[src/rtl/m_exec_pkg.sv]
`default_nettype none
// ============================================================================
//  Module   : m_exec_pkg
//  Purpose  : Shared types and constants for the iterative RV32M unit.
//  Revision : 1.0  initial release
// ============================================================================
package m_exec_pkg;

   localparam int DEF_XLEN = 32;
   localparam int CNT_W    = $clog2(DEF_XLEN);

   localparam logic [DEF_XLEN-1:0] DIV_ZERO_Q = {DEF_XLEN{1'b1}};
   localparam logic [DEF_XLEN-1:0] SIGNED_MIN = {1'b1, {(DEF_XLEN-1){1'b0}}};

   typedef enum logic [2:0] {
      IDLE  = 3'd0,
      PREP  = 3'd1,
      CALC  = 3'd2,
      FIXUP = 3'd3,
      DONE  = 3'd4
   } state_e;

endpackage
`default_nettype wire

[src/rtl/m_exec_if.sv]
`default_nettype none
// ============================================================================
//  Module   : m_exec_if
//  Purpose  : Request/response bundle between the M decoder and m_exec_unit.
//  Revision : 1.0  initial release
// ============================================================================
interface m_exec_if
   import m_exec_pkg::*;
#(
   parameter int XLEN = DEF_XLEN
);
   logic            start_i;
   logic            mult_on_i;
   logic            div_on_i;
   logic            signed_A_i;
   logic            signed_B_i;
   logic            upper_rem_i;
   logic [XLEN-1:0] op_a_i;
   logic [XLEN-1:0] op_b_i;
   logic            kill_i;
   logic            busy_o;
   logic            done_o;
   logic [XLEN-1:0] result_o;

   modport master (
      output start_i, mult_on_i, div_on_i, signed_A_i, signed_B_i,
             upper_rem_i, op_a_i, op_b_i, kill_i,
      input  busy_o, done_o, result_o
   );

   modport slave (
      input  start_i, mult_on_i, div_on_i, signed_A_i, signed_B_i,
             upper_rem_i, op_a_i, op_b_i, kill_i,
      output busy_o, done_o, result_o
   );
endinterface
`default_nettype wire

[src/rtl/m_abs_neg.sv]
`default_nettype none
// ============================================================================
//  Module   : m_abs_neg
//  Purpose  : Conditional two's-complement negation (magnitude / sign fixup).
//  Revision : 1.0  initial release
// ============================================================================
module m_abs_neg #(
   parameter int WIDTH = 32
) (
   input  logic             i_neg,
   input  logic [WIDTH-1:0] i_val,
   output logic [WIDTH-1:0] o_val
);

   // Negate the input when requested, otherwise pass it through.
   always_comb begin
      o_val = i_neg ? (~i_val + WIDTH'(1)) : i_val;
   end

endmodule
`default_nettype wire

[src/rtl/m_exec_unit.sv]
`default_nettype none
// ============================================================================
//  Module   : m_exec_unit
//  Purpose  : Iterative RV32M multiply/divide unit. Shift-add multiply and
//             restoring divide, one bit per cycle, start/busy/done handshake.
//  Options  : M_EXEC_FAST_SPECIAL_EN - divide-by-zero and signed overflow
//             bypass the iteration and go straight to fixup.
//  Revision : 1.0  initial release
// ============================================================================
module m_exec_unit
   import m_exec_pkg::*;
#(
   parameter int XLEN = DEF_XLEN   // constants below are sized for RV32
) (
   input  wire logic clk_i,
   input  wire logic rst_n_i,
   m_exec_if.slave   bus
);

   localparam logic [CNT_W-1:0] c_cnt_last = CNT_W'(XLEN - 1);

   state_e              r_state, w_next;
   logic [CNT_W-1:0]    r_cnt;
   logic                r_mult, r_sa, r_sb, r_upper, r_neg;
   logic [XLEN-1:0]     r_a, r_b, r_mcand, r_result;
   logic [2*XLEN-1:0]   r_acc;

   logic                w_accept, w_sign_a, w_sign_b, w_div_zero, w_ovf;
   logic [XLEN-1:0]     w_abs_a, w_abs_b, w_sel, w_result;
   logic [XLEN:0]       w_mul_sum, w_div_trial;
   logic [2*XLEN-1:0]   w_mul_next, w_div_next, w_fix_in, w_fix_out;

   assign w_accept   = bus.start_i & (bus.mult_on_i | bus.div_on_i) & (r_state == IDLE);
   assign w_sign_a   = r_sa & r_a[XLEN-1];
   assign w_sign_b   = r_sb & r_b[XLEN-1];
   assign w_div_zero = (r_b == '0);
   assign w_ovf      = r_sa & r_sb & (r_a == SIGNED_MIN) & (r_b == DIV_ZERO_Q);

   m_abs_neg #(.WIDTH(XLEN)) u_abs_a (.i_neg(w_sign_a), .i_val(r_a), .o_val(w_abs_a));
   m_abs_neg #(.WIDTH(XLEN)) u_abs_b (.i_neg(w_sign_b), .i_val(r_b), .o_val(w_abs_b));
   m_abs_neg #(.WIDTH(2*XLEN)) u_fix (.i_neg(r_neg), .i_val(w_fix_in), .o_val(w_fix_out));

   // One iteration step: shift-add for multiply, restoring subtract for divide.
   // The accumulator low half holds multiplier/quotient bits, high half the
   // partial product/remainder.
   always_comb begin
      w_mul_sum   = {1'b0, r_acc[2*XLEN-1:XLEN]} + (r_acc[0] ? {1'b0, r_mcand} : '0);
      w_mul_next  = {w_mul_sum, r_acc[XLEN-1:1]};
      w_div_trial = r_acc[2*XLEN-1:XLEN-1] - {1'b0, r_mcand};
      w_div_next  = w_div_trial[XLEN] ? {r_acc[2*XLEN-2:0], 1'b0}
                                      : {w_div_trial[XLEN-1:0], r_acc[XLEN-2:0], 1'b1};
   end

   // Sign fixup, word selection and special-case overrides for the result.
   always_comb begin
      w_fix_in = r_mult ? r_acc
                        : {{XLEN{1'b0}}, (r_upper ? r_acc[2*XLEN-1:XLEN] : r_acc[XLEN-1:0])};
      w_sel    = (r_mult & r_upper) ? w_fix_out[2*XLEN-1:XLEN] : w_fix_out[XLEN-1:0];
      w_result = w_sel;
      if (!r_mult && w_div_zero) begin
         w_result = r_upper ? r_a : DIV_ZERO_Q;
      end else if (!r_mult && w_ovf) begin
         w_result = r_upper ? '0 : SIGNED_MIN;
      end
   end

   // State register.
   always_ff @(posedge clk_i or negedge rst_n_i) begin
      if (!rst_n_i) r_state <= IDLE;
      else          r_state <= w_next;
   end

   // Next-state logic; a kill in any busy state returns to IDLE.
   always_comb begin
      w_next = r_state;
      case (r_state)
         IDLE:  if (w_accept) w_next = PREP;
`ifdef M_EXEC_FAST_SPECIAL_EN
         PREP:  w_next = (!r_mult && (w_div_zero || w_ovf)) ? FIXUP : CALC;
`else
         PREP:  w_next = CALC;
`endif
         CALC:  if (r_cnt == c_cnt_last) w_next = FIXUP;
         FIXUP: w_next = DONE;
         DONE:  w_next = IDLE;
         default: w_next = IDLE;
      endcase
      if (bus.kill_i && (r_state != IDLE)) w_next = IDLE;
   end

   // Datapath registers: capture on accept, prepare magnitudes, iterate, load result.
   always_ff @(posedge clk_i or negedge rst_n_i) begin
      if (!rst_n_i) begin
         r_cnt    <= '0;
         r_mult   <= 1'b0;
         r_sa     <= 1'b0;
         r_sb     <= 1'b0;
         r_upper  <= 1'b0;
         r_neg    <= 1'b0;
         r_a      <= '0;
         r_b      <= '0;
         r_mcand  <= '0;
         r_acc    <= '0;
         r_result <= '0;
      end else begin
         case (r_state)
            IDLE: if (w_accept) begin
               r_mult  <= bus.mult_on_i;   // multiply wins when both are set
               r_sa    <= bus.signed_A_i;
               r_sb    <= bus.signed_B_i;
               r_upper <= bus.upper_rem_i;
               r_a     <= bus.op_a_i;
               r_b     <= bus.op_b_i;
            end
            PREP: begin
               r_acc   <= {{XLEN{1'b0}}, w_abs_a};
               r_mcand <= w_abs_b;
               r_cnt   <= '0;
               r_neg   <= (!r_mult && r_upper) ? w_sign_a : (w_sign_a ^ w_sign_b);
            end
            CALC: begin
               r_acc <= r_mult ? w_mul_next : w_div_next;
               r_cnt <= r_cnt + CNT_W'(1);
            end
            FIXUP: if (!bus.kill_i) r_result <= w_result;
            default: ;
         endcase
      end
   end

   assign bus.busy_o   = (r_state != IDLE);
   assign bus.done_o   = (r_state == DONE) & ~bus.kill_i;
   assign bus.result_o = r_result;

endmodule
`default_nettype wire

[src/flat_wrapper.sv]
// flat-port wrapper written by rule: the top's interface ports become plain ports
module m_exec_unit_flat import m_exec_pkg::*;
#(
   parameter int XLEN = DEF_XLEN                                        
)
  (clk_i, rst_n_i, bus_start_i, bus_mult_on_i, bus_div_on_i, bus_signed_A_i, bus_signed_B_i, bus_upper_rem_i, bus_op_a_i, bus_op_b_i, bus_kill_i, bus_busy_o, bus_done_o, bus_result_o);
  m_exec_if #(.XLEN(XLEN)) bus_i ();
  input  wire logic clk_i;
  input  wire logic rst_n_i;
  input wire logic [$bits(bus_i.start_i)-1:0] bus_start_i;
  input wire logic [$bits(bus_i.mult_on_i)-1:0] bus_mult_on_i;
  input wire logic [$bits(bus_i.div_on_i)-1:0] bus_div_on_i;
  input wire logic [$bits(bus_i.signed_A_i)-1:0] bus_signed_A_i;
  input wire logic [$bits(bus_i.signed_B_i)-1:0] bus_signed_B_i;
  input wire logic [$bits(bus_i.upper_rem_i)-1:0] bus_upper_rem_i;
  input wire logic [$bits(bus_i.op_a_i)-1:0] bus_op_a_i;
  input wire logic [$bits(bus_i.op_b_i)-1:0] bus_op_b_i;
  input wire logic [$bits(bus_i.kill_i)-1:0] bus_kill_i;
  output wire logic [$bits(bus_i.busy_o)-1:0] bus_busy_o;
  output wire logic [$bits(bus_i.done_o)-1:0] bus_done_o;
  output wire logic [$bits(bus_i.result_o)-1:0] bus_result_o;
  assign bus_i.start_i = bus_start_i;
  assign bus_i.mult_on_i = bus_mult_on_i;
  assign bus_i.div_on_i = bus_div_on_i;
  assign bus_i.signed_A_i = bus_signed_A_i;
  assign bus_i.signed_B_i = bus_signed_B_i;
  assign bus_i.upper_rem_i = bus_upper_rem_i;
  assign bus_i.op_a_i = bus_op_a_i;
  assign bus_i.op_b_i = bus_op_b_i;
  assign bus_i.kill_i = bus_kill_i;
  assign bus_busy_o = bus_i.busy_o;
  assign bus_done_o = bus_i.done_o;
  assign bus_result_o = bus_i.result_o;
  m_exec_unit #(.XLEN(XLEN)) u_core (.clk_i(clk_i), .rst_n_i(rst_n_i), .bus(bus_i));
endmodule
[config.mk]
export PLATFORM = sky130hd
export DESIGN_NAME = m_exec_unit_flat
export DESIGN_NICKNAME = d
export VERILOG_FILES = /design/src/rtl/m_exec_pkg.sv /design/src/rtl/m_exec_if.sv /design/src/rtl/m_abs_neg.sv /design/src/rtl/m_exec_unit.sv /design/src/flat_wrapper.sv
export SDC_FILE = /design/constraint.sdc
export NUM_CORES = 1
export LEC_CHECK = 0
export ABC_AREA = 1
export BUFFER_PORTS_ARGS = -buffer_cell sky130_fd_sc_hd__buf_2
export CORE_MARGIN = 8
export CORE_UTILIZATION = 30
export DETAILED_ROUTE_END_ITERATION = 10
export PLACE_DENSITY_LB_ADDON = 0.08
export SLEW_MARGIN = 25
export SYNTH_ARGS = -nofsm -noshare
export SYNTH_HDL_FRONTEND = slang
export SYNTH_SLANG_ARGS = --single-unit
[constraint.sdc]
create_clock -name clk_i -period 3.68 [get_ports clk_i]
set_input_delay 0.552 -clock clk_i [delete_from_list [all_inputs] [get_ports clk_i]]
set_output_delay 0.552 -clock clk_i [all_outputs]
set_load 0.01 [all_outputs]
---- After elaboration in Yosys (flattened, before gate mapping) ----
Index checks and enable logic that the tools add are counted.
word-level totals
  register bits ........................... 205
operators by class
  add/sub/neg operators ................... 6
  equal/unequal tests ..................... 9
  muxes and demuxes ....................... 20
  bitwise operators ....................... 15
  reductions and logical operators ........ 12
operators by type and width
  cell                                                                      number
  32-bit 2-to-1 mux                                                         9
  64-bit 2-to-1 mux                                                         4
  64-bit one-hot mux with 2 select lines                                    1
  32-bit by 1-bit adder with 32-bit output (second input constant)          2
  64-bit by 1-bit adder with 64-bit output (second input constant)          1
  32-bit == test (second input constant)                                    2
  32-bit NOT                                                                2
  64-bit NOT                                                                1
  32-bit by 33-bit adder with 33-bit output                                 1
  33-bit by 32-bit subtractor with 33-bit output                            1
  32-bit zero test                                                          1
  3-bit one-hot mux with 4 select lines                                     1
  5-bit one-hot mux with 2 select lines                                     1
  1-bit bitwise AND                                                         9
  3-bit 2-to-1 mux                                                          3
  3-bit by 2-bit == test with 1-bit output (second input constant)          2
  2-bit AND reduction                                                       3
  5-bit by 1-bit adder with 5-bit output (second input constant)            1
  5-bit == test (second input constant)                                     1
  1-bit logical AND                                                         4
  3-bit by 1-bit == test with 1-bit output (second input constant)          1
  3-bit == test (second input constant)                                     1
  3-bit zero test                                                           1
  3-bit by 1-bit inequality test with 1-bit output (second input constant)  1
  other kinds (8)                                                           8

---- Logic depth before layout (Yosys ltp) ----
  depth after elaboration ................. 8
  depth in mapped cells ................... 21

---- By module ----
From an unflattened synthesis, not the netlist that was laid out.
second synthesis, totals
  cells, all modules ...................... 3265
  area, all modules ....................... 20282.0 um^2
modules (own cells, without submodules)
  module                          instances  cells an instance  area each (um^2)
  m_exec_unit                     1          2313               15598.7
  m_abs_neg (u_core.u_fix)        1          498                2466.1
  m_abs_neg (u_core.u_abs_a ...)  2          227                1108.6

---- Worst setup path after synthesis ----
OpenSTA, ideal clock, no wires.
  kind .................................... reg-to-reg
  from .................................... register u_core.r_acc[0]
  to ...................................... register u_core.r_acc[59]
  library setup time ...................... 0.117 ns
  arrival ................................. 2.808 ns
  slack ................................... 0.756 ns
  cell stages (with the launch flop) ...... 20
  path through ............................ dfrtp_1 -> clkbuf_1 -> clkbuf_1 -> nand2_1 -> inv_1 -> ha_1 -> inv_1 -> fa_1 -> o21ai_0 -> a21oi_1 -> o21ai_0 -> nand2_1 -> nand2_1 -> nand3_1 -> nand3_1 -> nand2_1 -> nor2_1 -> nor2_1 -> nand2_1 -> nand2_1
between the ends
  longest elaborated chain between the ends .. 4
RTL lines
  what                                       line                source
  start: declaration                         m_exec_unit.sv:26   logic [2*XLEN-1:0] r_acc;
  start signal: assignment                   m_exec_unit.sv:116  r_acc <= {{XLEN{1'b0}}, w_abs_a};
  start signal: assignment                   m_exec_unit.sv:122  r_acc <= r_mult ? w_mul_next : w_div_next;
  32-bit 2-to-1 mux                          m_exec_unit.sv:47   w_mul_sum = {1'b0, r_acc[2*XLEN-1:XLEN]} + (r_acc[0] ? {1'b0, r_mcand} : '0);
  32-bit by 33-bit adder with 33-bit output  m_exec_unit.sv:47
  64-bit 2-to-1 mux                          m_exec_unit.sv:122
  64-bit one-hot mux with 2 select lines     m_exec_unit.sv:106  case (r_state)
No other way between the ends.
A chain may end at the register's enable or synchronous reset.

---- Final worst setup path ----
  from .................................... register u_core.r_a[1]
  to ...................................... register u_core.r_result[23], in the netlist u_core.bus.result_o[23]
between the ends
  longest elaborated chain between the ends .. 6
RTL lines
  what                             line                source
  start: declaration               m_exec_unit.sv:25   logic [XLEN-1:0] r_a, r_b, r_mcand, r_result;
  start signal: assignment         m_exec_unit.sv:112  r_a <= bus.op_a_i;
  32-bit == test                   m_exec_unit.sv:37   assign w_ovf = r_sa & r_sb & (r_a == SIGNED_MIN) & (r_b == DIV_ZERO_Q);
  1-bit bitwise AND (2 in series)  m_exec_unit.sv:37
  1-bit logical AND                m_exec_unit.sv:62   end else if (!r_mult && w_ovf) begin
  32-bit 2-to-1 mux                m_exec_unit.sv:62
  32-bit 2-to-1 mux                m_exec_unit.sv:60   if (!r_mult && w_div_zero) begin
  end signal: assignment           m_exec_unit.sv:125  FIXUP: if (!bus.kill_i) r_result <= w_result;
  end: declaration                 m_exec_unit.sv:25
No other way between the ends.

==> out/metrics.yaml <==
outcome:
  outcome: "complete, no violations"
placement:
  dp_hpwl_um: 67230
  dpl_cell_area_mm2: 0.02027
  place_worst_setup_slack_ps: 174.0
  gp_congestion: 1.012
  io_buffers: 106
routing:
  wl_um: 85070
  routed_via_density: 5.174
  wl_per_cell_um: 21.41
  firstDrtPassIters: 6
  first_iter_violations: 1897
  antenna_left: 0
  vias: 20560
  drc_errors: 0
cells_and_area:
  nFillCells: 6934
  syn2layout_area_growth_pct: 13.65
  num-nets-final: 3260
  regArea_mm2: 0.005132
  mostFrequentLayoutCells: "nand2_1 (888), inv_1 (374), nor2_1 (337)"
  layout_commonest_cell: "nand2_1"
  multi_input_area_mm2: 0.01156
  diodes: 0
  drive_gt1_share_pct: 9.276
  fin_area_mm2: 0.02119
critical_path:
  r2r_end: "u_core.bus.result_o[23]$_DFFE_PN0P_"
  max_stage_delay_ps: 430
  cpMaxStageDelayCell: "a21oi_1"
  cp-start-kind: "flop"
  cp-startpoint: "u_core.r_a[1]$_DFFE_PN0P_"
  critPathArrivalTime_ps: 3760
  crit_chain: "inv_1 > ha_1 > nand3_1 > nor2_1 > nand4_1 > nor3_2 > nand2_1 > nor2_1 > inv_1 > nand2_2 > nor2_1 > a21oi_1 > nor2_1"
  crit_fanout: 11
  reg2reg_from: "u_core.r_a[1]$_DFFE_PN0P_"
  worstSetupPathType: "flop to flop"
  required_ps: 4130
  endpoint: "u_core.bus.result_o[23]$_DFFE_PN0P_"
  endpoint_kind: "flop"
  crit_top_cell: "nor2_1"
  reg2reg_depth: 13
  r2r_slack_ps: 370
timing:
  fin_setup_tns_ps: 0
  slew_viol_final: 0
  setup_viol_count_final: 0
  worst_slack_ps: 365.7
  relSlewSlack_pct: 39.65
  hold_viol_final: 0
  whs_ps: 146.4
  worst_pin_slew_ps: 905.2
  rsz0062_at_grt: "no"
  clock_skew_ps: 37.57
  fin_crit_ps: 3314
  fin_crit_sh_pct: 90.06
  fmax_ghz: 0.3017
floorplanning:
  coreArea_mm2: 0.06160
  io_pins: 107
  initial_utilization_pct: 30.27
  dieArea_mm2: 0.07039
  fp.dieW_um: 265.3
  rows: 91
  die_h_um: 265.3
clock_network:
  h-tree-depth: 1
  cts_tree: "built"
  clock_sinks: 205
  cts-root-buf: "clkbuf_16"
  cts_buffer_depth: 3
  clk_latency_ps: 600
  clk_pin_slew_ps: 60
  cts_buffers: 28
power:
  power_leakage_nw: 10.76
  p_per_area_mw_per_mm2: 1095
  peakVddDrop_uv: 433.4
logic_synthesis:
  synth_nets: 3175
  synth_cell_types: 52
  synth_area_leader_cell: "dfrtp_1"
  synth_top_area_share_pct: 27.51
  synth-edff-count: 0
  synthesis.area_mm2: 0.01865
  synth_ff_type: "dfrtp_1"
  async_flop_share_pct: 100.0
  synth-seq-cells: 205
  postSynthCellCount: 3030
  syn_area_per_cell_um2: 6.154
  yosysSeqAreaShare_pct: 27.51
  synth_area_leaders: "dfrtp_1 (28%), nand2_1 (18%), inv_1 (7.5%), nor2_1 (6.8%), o21ai_0 (6.5%)"
  ys_warn_count: 0
global_route:
  grt_remaining_overflow: 0
  grt_max_degree: 78
  grt_pass1_vias: 19560
  antenna_found_initial: 3
  grt.total_usage_pct: 23.53
  grt_pass1_wl_um: 127500
worst_hold_path:
  hold_path.class: "input port to flop"
  holdCritStartpoint: "bus_signed_A_i"
job:
  maxCapViolations: 0
worst min-delay path by stage:
stage	to	cells after the start
after floorplan	u_core.bus.result_o[0]$_DFFE_PN0P_	0
after global placement	u_core.r_cnt[3]$_DFFE_PN0P_	1
after detailed placement	u_core.r_cnt[3]$_DFFE_PN0P_	1
after CTS	u_core.r_b[4]$_DFFE_PN0P_	3
after global routing	u_core.r_b[28]$_DFFE_PN0P_	3
final	u_core.r_sa$_DFFE_PN0P_	3
layer usage:
| metal | global-route usage, % | part of all wire [%] | vias up |
|---|---|---|---|
| met5 | 0 | 0.027 | - |
| li1 | - | - | 9995 |
| met4 | 7.715 | 3.8 | 4 |
| met3 | 4.331 | 7.4 | 127 |
| met2 | 33.37 | 40 | 779 |
| met1 | 35.24 | 49 | 9658 |
kinds of logic (layout without fill, tap and decap cells):
group                    Yosys count  count (layout)  share of synthesized area (%)
adder cells (fa/ha/maj)           72              72                          4.911
AND/OR/NAND/NOR                 1615            1615                          36.52
XOR/XNOR                          85              85                          3.992
buffers and inverters            500             607                          10.65
AO/OA/AOI/OAI                    553             553                          16.42
flip-flops                       205             205                          27.51
sequential cells by signal, summed over array words and instances, names as in the netlist:
name	count
u_core.r_state	3
u_core.r_neg	1
u_core.r_b	32
u_core.r_acc	64
u_core.r_mult	1
u_core.r_cnt	5
u_core.r_sb	1
u_core.bus.result_o	32
u_core.r_upper	1
u_core.r_sa	1
u_core.r_mcand	32
u_core.r_a	32
what timing repair did:
| action | in CTS | in global routing |
|---|---|---|
| setup endpoints to repair | 0 | 1 |
| setup buffers | 0 | 0 |
| endpoints found under the hold margin | 45 | 0 |
| resized for setup | 0 | 2 |
| hold buffers | 1 | 0 |
area by class of cell:
class | instances | area share (%)
Multi-Input combinational cell | 2325 | 54.54
Sequential cell | 205 | 24.22
Inverter | 382 | 6.801
Timing Repair Buffer | 173 | 5.231
Tap cell | 837 | 4.941
Clock buffer | 41 | 3.631
Clock inverter | 11 | 0.6435
report_power, final:
group	total, W	switching (W)	leakage, nW	internal [W]
combinational	0.0157	0.0108	7.82	0.00484
clock	0.00277	0.00117	0.440	0.00159
sequential	0.00475	0.00143	2.50	0.00331
total	0.0232	0.0134	10.8	0.00975
worst max-delay path, delay by kind of cell, from the launching register on:
family	cells	cell delay, ps
flops	1	380
buf+inv	2	250
fa+ha+maj	1	190
compound gates	1	430
simple gates	9	1900
synthesized netlist by cell type (13+ instances only):
cell / number
a21oi_1: 169
a31oi_1: 44
buf_1: 14
buf_2: 13
clkbuf_1: 78
dfrtp_1: 205
ha_1: 70
inv_1: 375
nand2_1: 889
nand2_2: 26
nand3_1: 227
nand4_1: 42
nor2_1: 338
nor3_1: 33
nor4_1: 15
o211ai_1: 30
o21ai_0: 242
xnor2_1: 28
xor2_1: 57
per-stage QoR:
stage | instances | total power [W] | util [%]
floorplan | 3030 | 0.01463 | -
global placement | 3921 | 0.02019 | 32.91
detailed placement | 3921 | 0.02015 | 32.91
CTS | 3974 | 0.02305 | 34.39
global route | 3974 | 0.02524 | 34.41
finish | 3974 | 0.02320 | 34.41
Power figures use the tool's default switching activity.
